`config.mk`:
```
export PLATFORM = sky130hd
export DESIGN_NAME = dsp_mac_sequencer
export DESIGN_NICKNAME = d
export VERILOG_FILES = /design/src/rtl/dsp_pkg.sv /design/src/rtl/opmode_delay.sv /design/src/rtl/dsp_mac_sequencer.sv
export SDC_FILE = /design/constraint.sdc
export NUM_CORES = 1
export LEC_CHECK = 0
export ABC_AREA = 1
export CAP_MARGIN = 40
export CORE_AREA = 5 5 95 142
export DETAILED_ROUTE_END_ITERATION = 10
export DIE_AREA = 0 0 100 147
export PLACE_DENSITY = 0.78
export SYNTH_ARGS = -nofsm -noshare
export SYNTH_HDL_FRONTEND = slang
export SYNTH_SLANG_ARGS = --single-unit
```
`constraint.sdc`:
```
create_clock -name CLK -period 2 [get_ports CLK]
set_input_delay 0.6 -clock CLK [delete_from_list [all_inputs] [get_ports CLK]]
set_output_delay 0.6 -clock CLK [all_outputs]
set_load 0.02 [all_outputs]
```
`src/rtl/dsp_pkg.sv`:
```
// Shared types and constants for the DSP MAC sequencer and its OPMODE delay line.
package dsp_pkg;

   // Sequencer states: collecting elements, waiting out the slice pipeline,
   // presenting the result.
   typedef enum logic [1:0] {
      IDLE  = 2'd0,
      ACCUM = 2'd1,
      DRAIN = 2'd2,
      HOLD  = 2'd3
   } state_t;

   // OPMODE encodings used by this block: bit 0 selects X=M, bit 3 selects Z=P.
   localparam logic [7:0] OPM_FIRST = 8'h01;
   localparam logic [7:0] OPM_ACC   = 8'h09;
   localparam logic [7:0] OPM_HOLD  = 8'h08;

   // Default slice pipeline depths and counter width.
   localparam int LAT_DEF    = 3;
   localparam int OP_DLY_DEF = 1;
   localparam int CNT_W_DEF  = 16;

   // Datapath widths of the slice ports.
   localparam int OPND_W = 18;
   localparam int P_W    = 48;

   // OPMODE for an accepted element: the first element of a vector restarts
   // the accumulator, later ones add onto P.
   function automatic logic [7:0] elem_opmode(input logic first);
      return first ? OPM_FIRST : OPM_ACC;
   endfunction

endpackage

```
`src/rtl/opmode_delay.sv`:
```
// OPMODE shift pipeline that delays the per-element OPMODE so it meets its
// operands inside the slice. Every stage resets to the hold encoding so the
// slice keeps P unchanged while the pipeline refills.
module opmode_delay
   import dsp_pkg::*;
#(
   parameter int DEPTH = 1
) (
   input  logic       CLK,
   input  logic       RSTN,
   input  logic [7:0] opm_i,
   output logic [7:0] opm_o
);

   generate
      if (DEPTH == 0) begin : g_bypass
         assign opm_o = opm_i;
      end else begin : g_pipe
         logic [7:0] pipe_q [DEPTH];

         // Shift the OPMODE one stage per clock; reset fills every stage with hold.
         always_ff @(posedge CLK or negedge RSTN) begin
            if (!RSTN) begin
               for (int i = 0; i < DEPTH; i++) begin
                  pipe_q[i] <= OPM_HOLD;
               end
            end else begin
               pipe_q[0] <= opm_i;
               for (int i = 1; i < DEPTH; i++) begin
                  pipe_q[i] <= pipe_q[i-1];
               end
            end
         end

         assign opm_o = pipe_q[DEPTH-1];
      end
   endgenerate

endmodule

```
`src/rtl/dsp_mac_sequencer.sv`:
```
// Drives an external DSP slice as a multiply-accumulate engine: streams
// operand pairs into A/B, sequences OPMODE so the first element restarts the
// accumulator, waits out the slice latency and presents the dot product.
module dsp_mac_sequencer
   import dsp_pkg::*;
#(
   parameter int LAT    = LAT_DEF,
   parameter int OP_DLY = OP_DLY_DEF,
   parameter int CNT_W  = CNT_W_DEF
) (
   input  logic                 CLK,
   input  logic                 RSTN,
   input  logic                 in_valid,
   output logic                 in_ready,
   input  logic [OPND_W-1:0]    in_a,
   input  logic [OPND_W-1:0]    in_b,
   input  logic                 in_last,
   output logic                 out_valid,
   input  logic                 out_ready,
   output logic [P_W-1:0]       out_data,
   output logic [CNT_W-1:0]     out_count,
   output logic [OPND_W-1:0]    dsp_a,
   output logic [OPND_W-1:0]    dsp_b,
   output logic [7:0]           dsp_opmode,
   input  logic [P_W-1:0]       dsp_p
);

   // Cycles spent draining after the last operand has been presented.
   localparam int DRAIN_CYC = LAT + OP_DLY;
   localparam int DRN_W     = (DRAIN_CYC < 1) ? 1 : $clog2(DRAIN_CYC + 1);

   state_t              state_q, state_d;
   logic                alive_q;
   logic [OPND_W-1:0]   a_q, a_d;
   logic [OPND_W-1:0]   b_q, b_d;
   logic [7:0]          opm_q, opm_d;
   logic [CNT_W-1:0]    cnt_q, cnt_d;
   logic [DRN_W-1:0]    drain_q, drain_d;
   logic [P_W-1:0]      data_q, data_d;
   logic [CNT_W-1:0]    count_q, count_d;
   logic                accept;

   // alive_q keeps in_ready low until the first edge after reset release.
   assign in_ready  = alive_q && ((state_q == IDLE) || (state_q == ACCUM));
   assign out_valid = (state_q == HOLD);
   assign accept    = in_valid && in_ready;

   assign out_data  = data_q;
   assign out_count = count_q;
   assign dsp_a     = a_q;
   assign dsp_b     = b_q;

   // Next-state, operand/OPMODE selection, element counting and result capture.
   always_comb begin
      state_d = state_q;
      a_d     = '0;
      b_d     = '0;
      opm_d   = OPM_HOLD;
      cnt_d   = cnt_q;
      drain_d = drain_q;
      data_d  = data_q;
      count_d = count_q;

      case (state_q)
         IDLE, ACCUM: begin
            if (accept) begin
               a_d   = in_a;
               b_d   = in_b;
               opm_d = elem_opmode(state_q == IDLE);
               if (state_q == IDLE) begin
                  cnt_d = CNT_W'(1);
               end else if (cnt_q != {CNT_W{1'b1}}) begin
                  cnt_d = cnt_q + CNT_W'(1);
               end
               if (in_last) begin
                  state_d = DRAIN;
                  drain_d = DRN_W'(DRAIN_CYC);
               end else begin
                  state_d = ACCUM;
               end
            end
         end

         DRAIN: begin
            if (drain_q == '0) begin
               data_d  = dsp_p;
               count_d = cnt_q;
               state_d = HOLD;
            end else begin
               drain_d = drain_q - DRN_W'(1);
            end
         end

         HOLD: begin
            if (out_ready) begin
               state_d = IDLE;
            end
         end

         default: begin
            state_d = IDLE;
         end
      endcase
   end

   // State, operand and result registers; reset discards any partial vector.
   always_ff @(posedge CLK or negedge RSTN) begin
      if (!RSTN) begin
         state_q <= IDLE;
         alive_q <= 1'b0;
         a_q     <= '0;
         b_q     <= '0;
         opm_q   <= OPM_HOLD;
         cnt_q   <= '0;
         drain_q <= '0;
         data_q  <= '0;
         count_q <= '0;
      end else begin
         state_q <= state_d;
         alive_q <= 1'b1;
         a_q     <= a_d;
         b_q     <= b_d;
         opm_q   <= opm_d;
         cnt_q   <= cnt_d;
         drain_q <= drain_d;
         data_q  <= data_d;
         count_q <= count_d;
      end
   end

   // opm_q lines up with dsp_a/dsp_b; the delay line shifts it OP_DLY cycles later.
   opmode_delay #(
      .DEPTH (OP_DLY)
   ) u_opmode_delay (
      .CLK   (CLK),
      .RSTN  (RSTN),
      .opm_i (opm_q),
      .opm_o (dsp_opmode)
   );

endmodule

```
## Yosys cells after proc, flatten, opt, wreduce, memory -nomap -nowiden

Index checks and enable logic that the tools add are counted.

| operators by class | value |
|---|---|
| add/sub/neg operators | 2 |
| equality and inequality tests | 9 |
| muxes and demuxes | 18 |
| reduce and logical (&&, ||, !) cells | 12 |

Operators with widths:

| kind | count |
|---|---|
| two-way mux 18 bit | 4 |
| two-way mux 16 bit | 2 |
| adder 16 x 1 -> 16 bit (second input constant) | 1 |
| != test 16 bit (second input constant) | 1 |
| two-way mux 4 bit | 3 |
| two-way mux 3 bit | 3 |
| two-way mux 2 bit | 4 |
| != test 2 bit (second input constant) | 4 |
| one-hot mux 2 bit (3 select lines) | 1 |
| one-hot mux 3 bit (2 select lines) | 1 |
| AND reduction 3 bit | 2 |
| == test 2 bit (second input constant) | 2 |
| AND reduction 4 bit | 1 |
| nonzero test 2 bit | 2 |
| zero test 3 bit | 1 |
| subtractor 3 x 1 -> 3 bit (second input constant) | 1 |
| == test 2 x 1 -> 1 bit (second input constant) | 1 |
| logical AND 1 bit | 2 |
| zero test 2 bit | 1 |
| != test 2 x 1 -> 1 bit (second input constant) | 1 |
| AND reduction 2 bit | 1 |
| OR reduction 2 bit | 1 |
| logical OR 1 bit | 1 |

| storage, ports and cells | value |
|---|---|
| register bits | 138 |
| logic and storage cells | 51 |

## Depth between registers and ports, before layout

Gate-level depths: netlist (run 1).

| logic depth | value |
|---|---|
| depth after elaboration | 6 |
| depth in mapped cells | 9 |

## Hierarchy

A second synthesis (run 1) with hierarchy kept.

| second synthesis, totals | value |
|---|---|
| cells, all modules | 451 |
| area, all modules | 5,342.6 um2 |

By module, submodules not included:

| module | times used | cells each | area each (um2) |
|---|---|---|---|
| dsp_mac_sequencer | 1 | 443 | 5,141.2 |
| opmode_delay | 1 | 8 | 201.4 |

## Least setup slack after synthesis (run 1)

No wires, ideal clock.

| timing | value |
|---|---|
| path type | reg-to-reg |
| start | reg state_q[1] |
| end | reg cnt_q[6] |
| arrival | 1.360 ns |
| path slack | 0.511 ns |
| cell stages (with the launch flop) | 8 |
| buffers on the path | 1 |
| period minus slack after synthesis | 1.489 ns |
| path through | dfrtp_1 -> nor2_1 -> nand2_1 -> inv_1 -> o21ai_4 -> buf_6 -> nand2_1 -> o21ai_0 |

| on the way | value |
|---|---|
| cells in the longest elaborated chain, start to end | 5 |
| elaborated cells between the ends (all ways) | 9 |

RTL lines:

| item | RTL line | RTL |
|---|---|---|
| from (decl) | dsp_mac_sequencer.sv:32 | `state_t state_q, state_d;` |
| from (signal assigned) | dsp_mac_sequencer.sv:119 | `state_q <= state_d;` |
| == test 2 x 1 -> 1 bit or zero test 2 bit (tied branches) | dsp_mac_sequencer.sv:44 | `assign in_ready = alive_q && ((state_q == IDLE) \|\| (state_q == ACCUM));` |
| logical OR 1 bit * | dsp_mac_sequencer.sv:44 |  |
| logical AND 1 bit * | dsp_mac_sequencer.sv:44 |  |
| via in_ready | dsp_mac_sequencer.sv:14 | `output logic in_ready,` |
| logical AND 1 bit * | dsp_mac_sequencer.sv:46 | `assign accept = in_valid && in_ready;` |
| AND reduction 3 bit (no source line) * | n/a |  |
| to (signal assigned) | dsp_mac_sequencer.sv:124 | `cnt_q <= cnt_d;` |
| to (decl) | dsp_mac_sequencer.sv:37 | `logic [CNT_W-1:0] cnt_q, cnt_d;` |

Mark *: on every way through the listed nets, which the timed path passes. The rest lies on a longest branch.
A chain may end at the register's enable or synchronous reset.

## Final worst setup path (run 1)

| timing | value |
|---|---|
| start | reg a_q[8] (netlist: dsp_a[8]) |
| end | out dsp_a[8] |

RTL lines:

| item | RTL line | RTL |
|---|---|---|
| from (decl) | dsp_mac_sequencer.sv:34 | `logic [OPND_W-1:0] a_q, a_d;` |
| from (signal assigned) | dsp_mac_sequencer.sv:111 | `a_q <= '0;` |
| from (signal assigned) | dsp_mac_sequencer.sv:121 | `a_q <= a_d;` |
| to (decl) | dsp_mac_sequencer.sv:22 | `output logic [OPND_W-1:0] dsp_a,` |

No word-level cell between the ends.

==> impl_metrics.py, run 1 <==
metrics = {
    "status": {
        "status": "finished clean",
    },
    "floorplan": {
        "num_rows": 50,
        "die_w_um": 100,
        "ios": 199,
        "start_util_pct": 42.7,
        "core_um2": 12200,
        "dieArea_um2": 14700,
        "fp.dieH_um": 147,
    },
    "critical_path": {
        "crit_cells": 1,
        "required_ns": 1.40,
        "worstPathMaxFanout": 1,
        "critPathTopFamily": "buffers and inverters",
        "start_kind": "flop",
        "path_buf_inv": 1,
        "critPathKind": "flop to output port",
        "cp_cell_sequence": "clkdlybuf4s50_1",
        "slowest_stage": "clkdlybuf4s50_1",
        "worstPathArrival_ns": 1.39,
        "cpPeakStageDelay_ns": 0.63,
        "worstRegToRegCells": 7,
        "cp-end-kind": "output port",
    },
    "drt": {
        "vias": 3906,
        "via_per_inst": 4.73,
        "routedWlPerCell_um": 17.1,
        "totalWireLength_um": 14100,
        "drt-initial-drc-count": 124,
        "drcViolationCount": 0,
        "dr.pass1.iters": 4,
        "ant_nets": 0,
    },
    "synthesis": {
        "yosys_warnings": 0,
        "syn_area_per_cell_um2": 11.5,
        "yosysMostFrequentCell": "dfrtp_1",
        "synth_top_family_by_area": "multiplexers",
        "synth_area_leaders": "dfrtp_1, mux2_4, nand2_1",
        "ys_ff_latch": 126,
        "muxShareOfSynthArea_pct": 14.6,
        "seq_area_frac_synth_pct": 60.6,
        "synth_edf_count": 0,
        "yosys.area_share.simple_pct": 11.7,
        "synth_common_cells": "dfrtp_1, nand2_1, inv_1",
        "ys_types": 31,
        "syn_inst": 451,
        "synth_compound_area_share_pct": 3.61,
        "synth_top_area_share_pct": 59.6,
        "synthAdderAreaFrac_pct": 0.721,
        "synthesis.area_um2": 5200,
        "synth-xor-area-share_pct": 1.35,
        "ys_async_sr_fraction_pct": 100,
        "ys.flop_type": "dfrtp_1",
        "synth_top_area_cell": "dfrtp_1",
    },
    "place": {
        "portBuffers": 192,
        "pre_cts_ws_ns": 0.121,
        "place_hpwl_um": 10400,
        "dp_cells": 793,
        "place_congestion": 0.914,
    },
    "grt": {
        "grt_pass1_wl_um": 21600,
        "met1_usage_pct": 21.2,
        "grt_pass1_vias": 4160,
        "grt_max_degree": 74,
        "use_met2_pct": 34.6,
        "grt_antenna_before_repair": 0,
        "grt-busiest-layer": "met2",
        "met3_usage_pct": 5.23,
        "grt_overflow": 0,
        "grt_use_total_pct": 19.0,
    },
    "clock_tree": {
        "cts_made_buffers": 17,
        "ctsHoldBuffers": 0,
        "cts_tree": "built",
        "htreeDepth": 4,
        "cts_setup_buffers": 0,
        "clkSlewWorstSetupHoldPaths_ns": 0.06,
        "worstSkewPairLatency_ns": 0.40,
        "cts-root-buf": "clkbuf_16",
        "numClockSinks": 126,
        "post_cts_resize_count": 23,
        "clk_path_buf_depth": 2,
    },
    "layout": {
        "layout.nets": 748,
        "utilization_pct": 65.7,
        "layout-drive-gt1-share_pct": 16.6,
        "area_delta_synth_final_pct": 53.9,
        "instances_no_fill": 825,
        "antennaDiodeCount": 0,
        "multi_input_comb_area_um2": 1700,
        "fill_cells": 910,
        "seq_area_um2": 3160,
    },
    "power_and_ir_drop": {
        "power_density_nw_per_um2": 1310,
        "irDropWorstVdd_mv": 0.830,
        "power_w": 0.0105,
        "leakagePower_nw": 4.21,
    },
    "sta": {
        "period_minus_slack_ns": 1.99,
        "fin_ws_ns": 0.00816,
        "max_slew.worst_pin.slew_ns": 0.540,
        "max_slew_margin_pct": 63.9,
        "hold_violations": 0,
        "min_period_over_period_pct": 99.6,
        "max_freq_mhz": 502,
        "finalSetupViolCount": 0,
        "finClkSkew_ns": 0.00990,
        "slew_viol_final": 0,
    },
    "flow_run": {
        "maxCapViolCount": 0,
    },
    "hold_path": {
        "holdCritPathClass": "primary input to asynchronous set/reset pin",
    },
}
==> stage by stage <==
| stage | hold slack (ns) | setup TNS (ns) | cell area (um^2) |
|---|---|---|---|
| finish | 0.0399 | 0 | 8010 |
| global route | 0.0318 | -0.0324 | 8010 |
| CTS | 0.0244 | 0 | 7930 |
| detailed placement | 0.349 | 0 | 7320 |
| global placement | 0.351 | 0 | 7320 |
| floorplan | 0.304 | 0 | 5220 |
==> sequential cells by signal, indices dropped and copies added, names as in the netlist <==
| signal | flops |
|---|---|
| dsp_a | 18 |
| alive_q | 1 |
| out_count | 16 |
| drain_q | 3 |
| dsp_b | 18 |
| state_q | 2 |
| opm_q | 2 |
| out_data | 48 |
| u_opmode_delay.opm_o | 2 |
| cnt_q | 16 |
==> cell families after synthesis <==
logic type / Yosys count
simple gates: 145
xor+xnor: 8
mux: 54
compound gates: 34
buf+inv: 79
fa+ha+maj: 3
other cells: 2
flops: 126
==> cell type report <==
cell class	count	share of cell area, %
Multi-Input combinational cell	251	21.2
Clock inverter	13	2.34
Tap cell	156	2.44
Timing Repair Buffer	201	26.2
Sequential cell	126	39.4
Inverter	59	2.76
Clock buffer	19	5.65
==> where the power goes <==
part	leakage, nW	internal, W	switching (W)
Clock	0.306	0.00216	0.00111
Sequential	1.61	0.00324	0.000410
Combinational	2.29	0.00183	0.00177
==> placed cells by master (no fill, tap or decap), types with 2 or more instances in the layout <==
master	count
mux2_4	40
clkbuf_16	17
nor2_1	57
nand2_1	60
a21oi_1	3
bufinv_16	4
o21ai_0	26
buf_12	5
clkinv_4	3
nor2_4	3
xor2_1	7
clkbuf_8	2
mux2_2	14
inv_1	58
ha_1	3
clkinv_2	2
dfrtp_1	123
nand3_1	15
dlymetal6s2s_1	31
nand2_2	2
dlygate4sd2_1	22
dfstp_2	2
clkdlybuf4s50_1	137
buf_4	5
nand4_1	2
conb_1	7
or2_2	2
clkinvlp_4	3
==> layer usage <==
layer	wire length, um	vias up
li1	-	1820
met1	5220	1906
met2	7820	160
met3	855	20
met4	195	0
met5	0	-
==> worst paths after layout <==
kind	start	to	slack, ns
max	dsp_a[8]$_DFF_PN0_	dsp_a[8]	0.008
min	RSTN	out_data[8]$_DFFE_PN0P_	0.04
max reg2reg	drain_q[0]$_DFFE_PN0P_	out_data[39]$_DFFE_PN0P_	0.19
min reg2reg	opm_q[0]$_DFF_PN0_	u_opmode_delay.opm_o[0]$_DFF_PN0_	0.36
max in group asynchronous	RSTN	cnt_q[11]$_DFFE_PN0P_	1.31
min in group CLK	opm_q[0]$_DFF_PN0_	u_opmode_delay.opm_o[0]$_DFF_PN0_	0.36
No activity file was read; power rests on OpenSTA's default activity.
==> inputs of run 2 (changes only) <==
--- a/config.mk
+++ b/config.mk
@@ -10,6 +10,7 @@
 export CORE_AREA = 5 5 95 142
 export DETAILED_ROUTE_END_ITERATION = 10
 export DIE_AREA = 0 0 100 147
+export HOLD_SLACK_MARGIN = 0.08
 export PLACE_DENSITY = 0.78
 export SYNTH_ARGS = -nofsm -noshare
 export SYNTH_HDL_FRONTEND = slang
==> impl_metrics.py, run 2 (same netlist as run 1, synthesis figures left out) <==
metrics = {
    "sta": {
        "period_minus_slack_ns": 1.99,
        "min_period_over_period_pct": 99.6,
        "finalSetupViolCount": 0,
        "hold_slack_ns": 0.360,
        "hold_violations": 0,
        "fin_setup_tns_ns": 0,
        "max_slew.worst_pin.slew_ns": 0.536,
        "max_slew_margin_pct": 64.1,
        "fin_ws_ns": 0.00798,
        "slew_viol_final": 0,
        "max_freq_mhz": 502,
        "finClkSkew_ns": 0.00994,
    },
    "floorplan": {
        "dieArea_um2": 14700,
        "core_um2": 12200,
        "die_w_um": 100,
        "ios": 199,
        "start_util_pct": 42.7,
        "num_rows": 50,
        "fp.dieH_um": 147,
    },
    "layout": {
        "fin_area_um2": 8020,
        "mostFrequentLayoutCells": "clkdlybuf4s50_1, dfrtp_1, nand2_1",
        "largest_reg_flops": 48,
        "antennaDiodeCount": 0,
        "final_common_cell": "clkdlybuf4s50_1",
        "utilization_pct": 65.8,
        "layout.nets": 749,
        "area_delta_synth_final_pct": 54.1,
        "layout-drive-gt1-share_pct": 16.6,
    },
    "grt": {
        "grt_pass1_wl_um": 21600,
        "grt_antenna_before_repair": 0,
        "grt_overflow": 0,
        "grt_max_degree": 74,
        "grt_pass1_vias": 4157,
        "grt_use_total_pct": 19.0,
    },
    "power_and_ir_drop": {
        "power.share.clock_pct": 31.1,
        "switching_power_w": 0.00330,
        "irDropWorstVdd_mv": 0.831,
        "combPwrFrac_pct": 34.2,
        "power_density_nw_per_um2": 1310,
        "seq_power_share_pct": 34.7,
        "internal_power_w": 0.00723,
        "leakagePower_nw": 4.21,
        "swShare_pct": 31.3,
    },
    "clock_tree": {
        "numClockSinks": 126,
        "cts-root-buf": "clkbuf_16",
        "clkSlewWorstSetupHoldPaths_ns": 0.05,
        "clk_path_buf_depth": 2,
        "worstSkewPairLatency_ns": 0.40,
        "htreeDepth": 4,
        "cts_made_buffers": 17,
        "cts_tree": "built",
    },
    "drt": {
        "drt-initial-drc-count": 101,
        "dr.pass1.iters": 4,
        "totalWireLength_um": 14100,
        "ant_nets": 0,
        "vias": 3894,
        "via_per_inst": 4.71,
        "routedWlPerCell_um": 17.1,
        "drcViolationCount": 0,
    },
    "status": {
        "status": "finished clean",
    },
    "critical_path": {
        "critPathTopFamily": "buffers and inverters",
        "path_buf_inv": 1,
        "required_ns": 1.40,
        "worstPathMaxFanout": 1,
        "cp-end-kind": "output port",
        "critPathKind": "flop to output port",
        "startpoint": "dsp_a[8]$_DFF_PN0_",
        "rr_startpoint": "cnt_q[1]$_DFFE_PN0P_",
        "worstPathArrival_ns": 1.39,
        "worstRegToRegCells": 6,
        "crit_cells": 1,
        "cp_cell_sequence": "clkdlybuf4s50_1",
        "start_kind": "flop",
        "cpPeakStageDelay_ns": 0.63,
        "slowest_stage": "clkdlybuf4s50_1",
    },
    "place": {
        "portBuffers": 192,
        "place_hpwl_um": 10400,
        "pre_cts_ws_ns": 0.121,
        "place_area_um2": 7320,
        "place_congestion": 0.914,
    },
    "hold_path": {
        "hold_start": "opm_q[0]$_DFF_PN0_",
        "hold_depth": 0,
        "holdCritPathClass": "flop to flop",
    },
    "flow_run": {
        "maxCapViolCount": 0,
    },
}
## run 2: cell types whose count changed in the layout (fill, tap and decap cells not counted)
| cell | before | now |
|---|---|---|
| dlygate4sd3_1 | 0 | 1 |
## run 2: path summary, 6_finish.rpt
kind	slack (ns)	end
worst max-delay path	0.008	dsp_a[8]
worst min-delay path	0.36	u_opmode_delay.opm_o[0]$_DFF_PN0_
worst max register to register	0.19	cnt_q[9]$_DFFE_PN0P_
min in group asynchronous	0.58	out_data[8]$_DFFE_PN0P_
worst min register to register	0.36	u_opmode_delay.opm_o[0]$_DFF_PN0_
max in group asynchronous	0.78	cnt_q[11]$_DFFE_PN0P_
## run 2: area by class of cell
cell class                      count  area, um^2
Clock buffer                       19         453
Multi-Input combinational cell    251        1700
Sequential cell                   126        3160
Tap cell                          156         195
Timing Repair Buffer              202        2110
Fill cell                         909        4180
Inverter                           59         221
Clock inverter                     13         188
## run 2: metrics by stage
stage / power [W] / cells
after detailed placement: 0.00745 / 793
after floorplan: 0.00564 / 456
after global placement: 0.00733 / 793
after global routing: 0.0110 / 826
after CTS: 0.0107 / 826
final: 0.0105 / 826
## run 2: what timing repair did
item / 4_1_cts / 5_1_grt
hold endpoints to repair: 10 / 0
resized for setup: 23 / 33
setup buffers: 0 / 0
endpoints found under the setup margin: 23 / 33
hold buffers: 1 / 0
## run 2: power by group through the flow
stage / Clock [W] / Combinational, W / Sequential (W)
after floorplan: 0 / 0.00127 / 0.00437
after global placement: 0 / 0.00368 / 0.00366
after global routing: 0.00345 / 0.00380 / 0.00374
final: 0.00327 / 0.00360 / 0.00365
after detailed placement: 0 / 0.00375 / 0.00370
after CTS: 0.00334 / 0.00367 / 0.00366
## run 2: routing by layer
layer / part of all wire, % / wire length (um) / track usage (%)
met5: 0 / 0 / 0
met4: 1.1 / 149 / 5.93
met2: 56 / 7850 / 34.6
met1: 37 / 5250 / 21.2
met3: 6.0 / 839 / 5.23
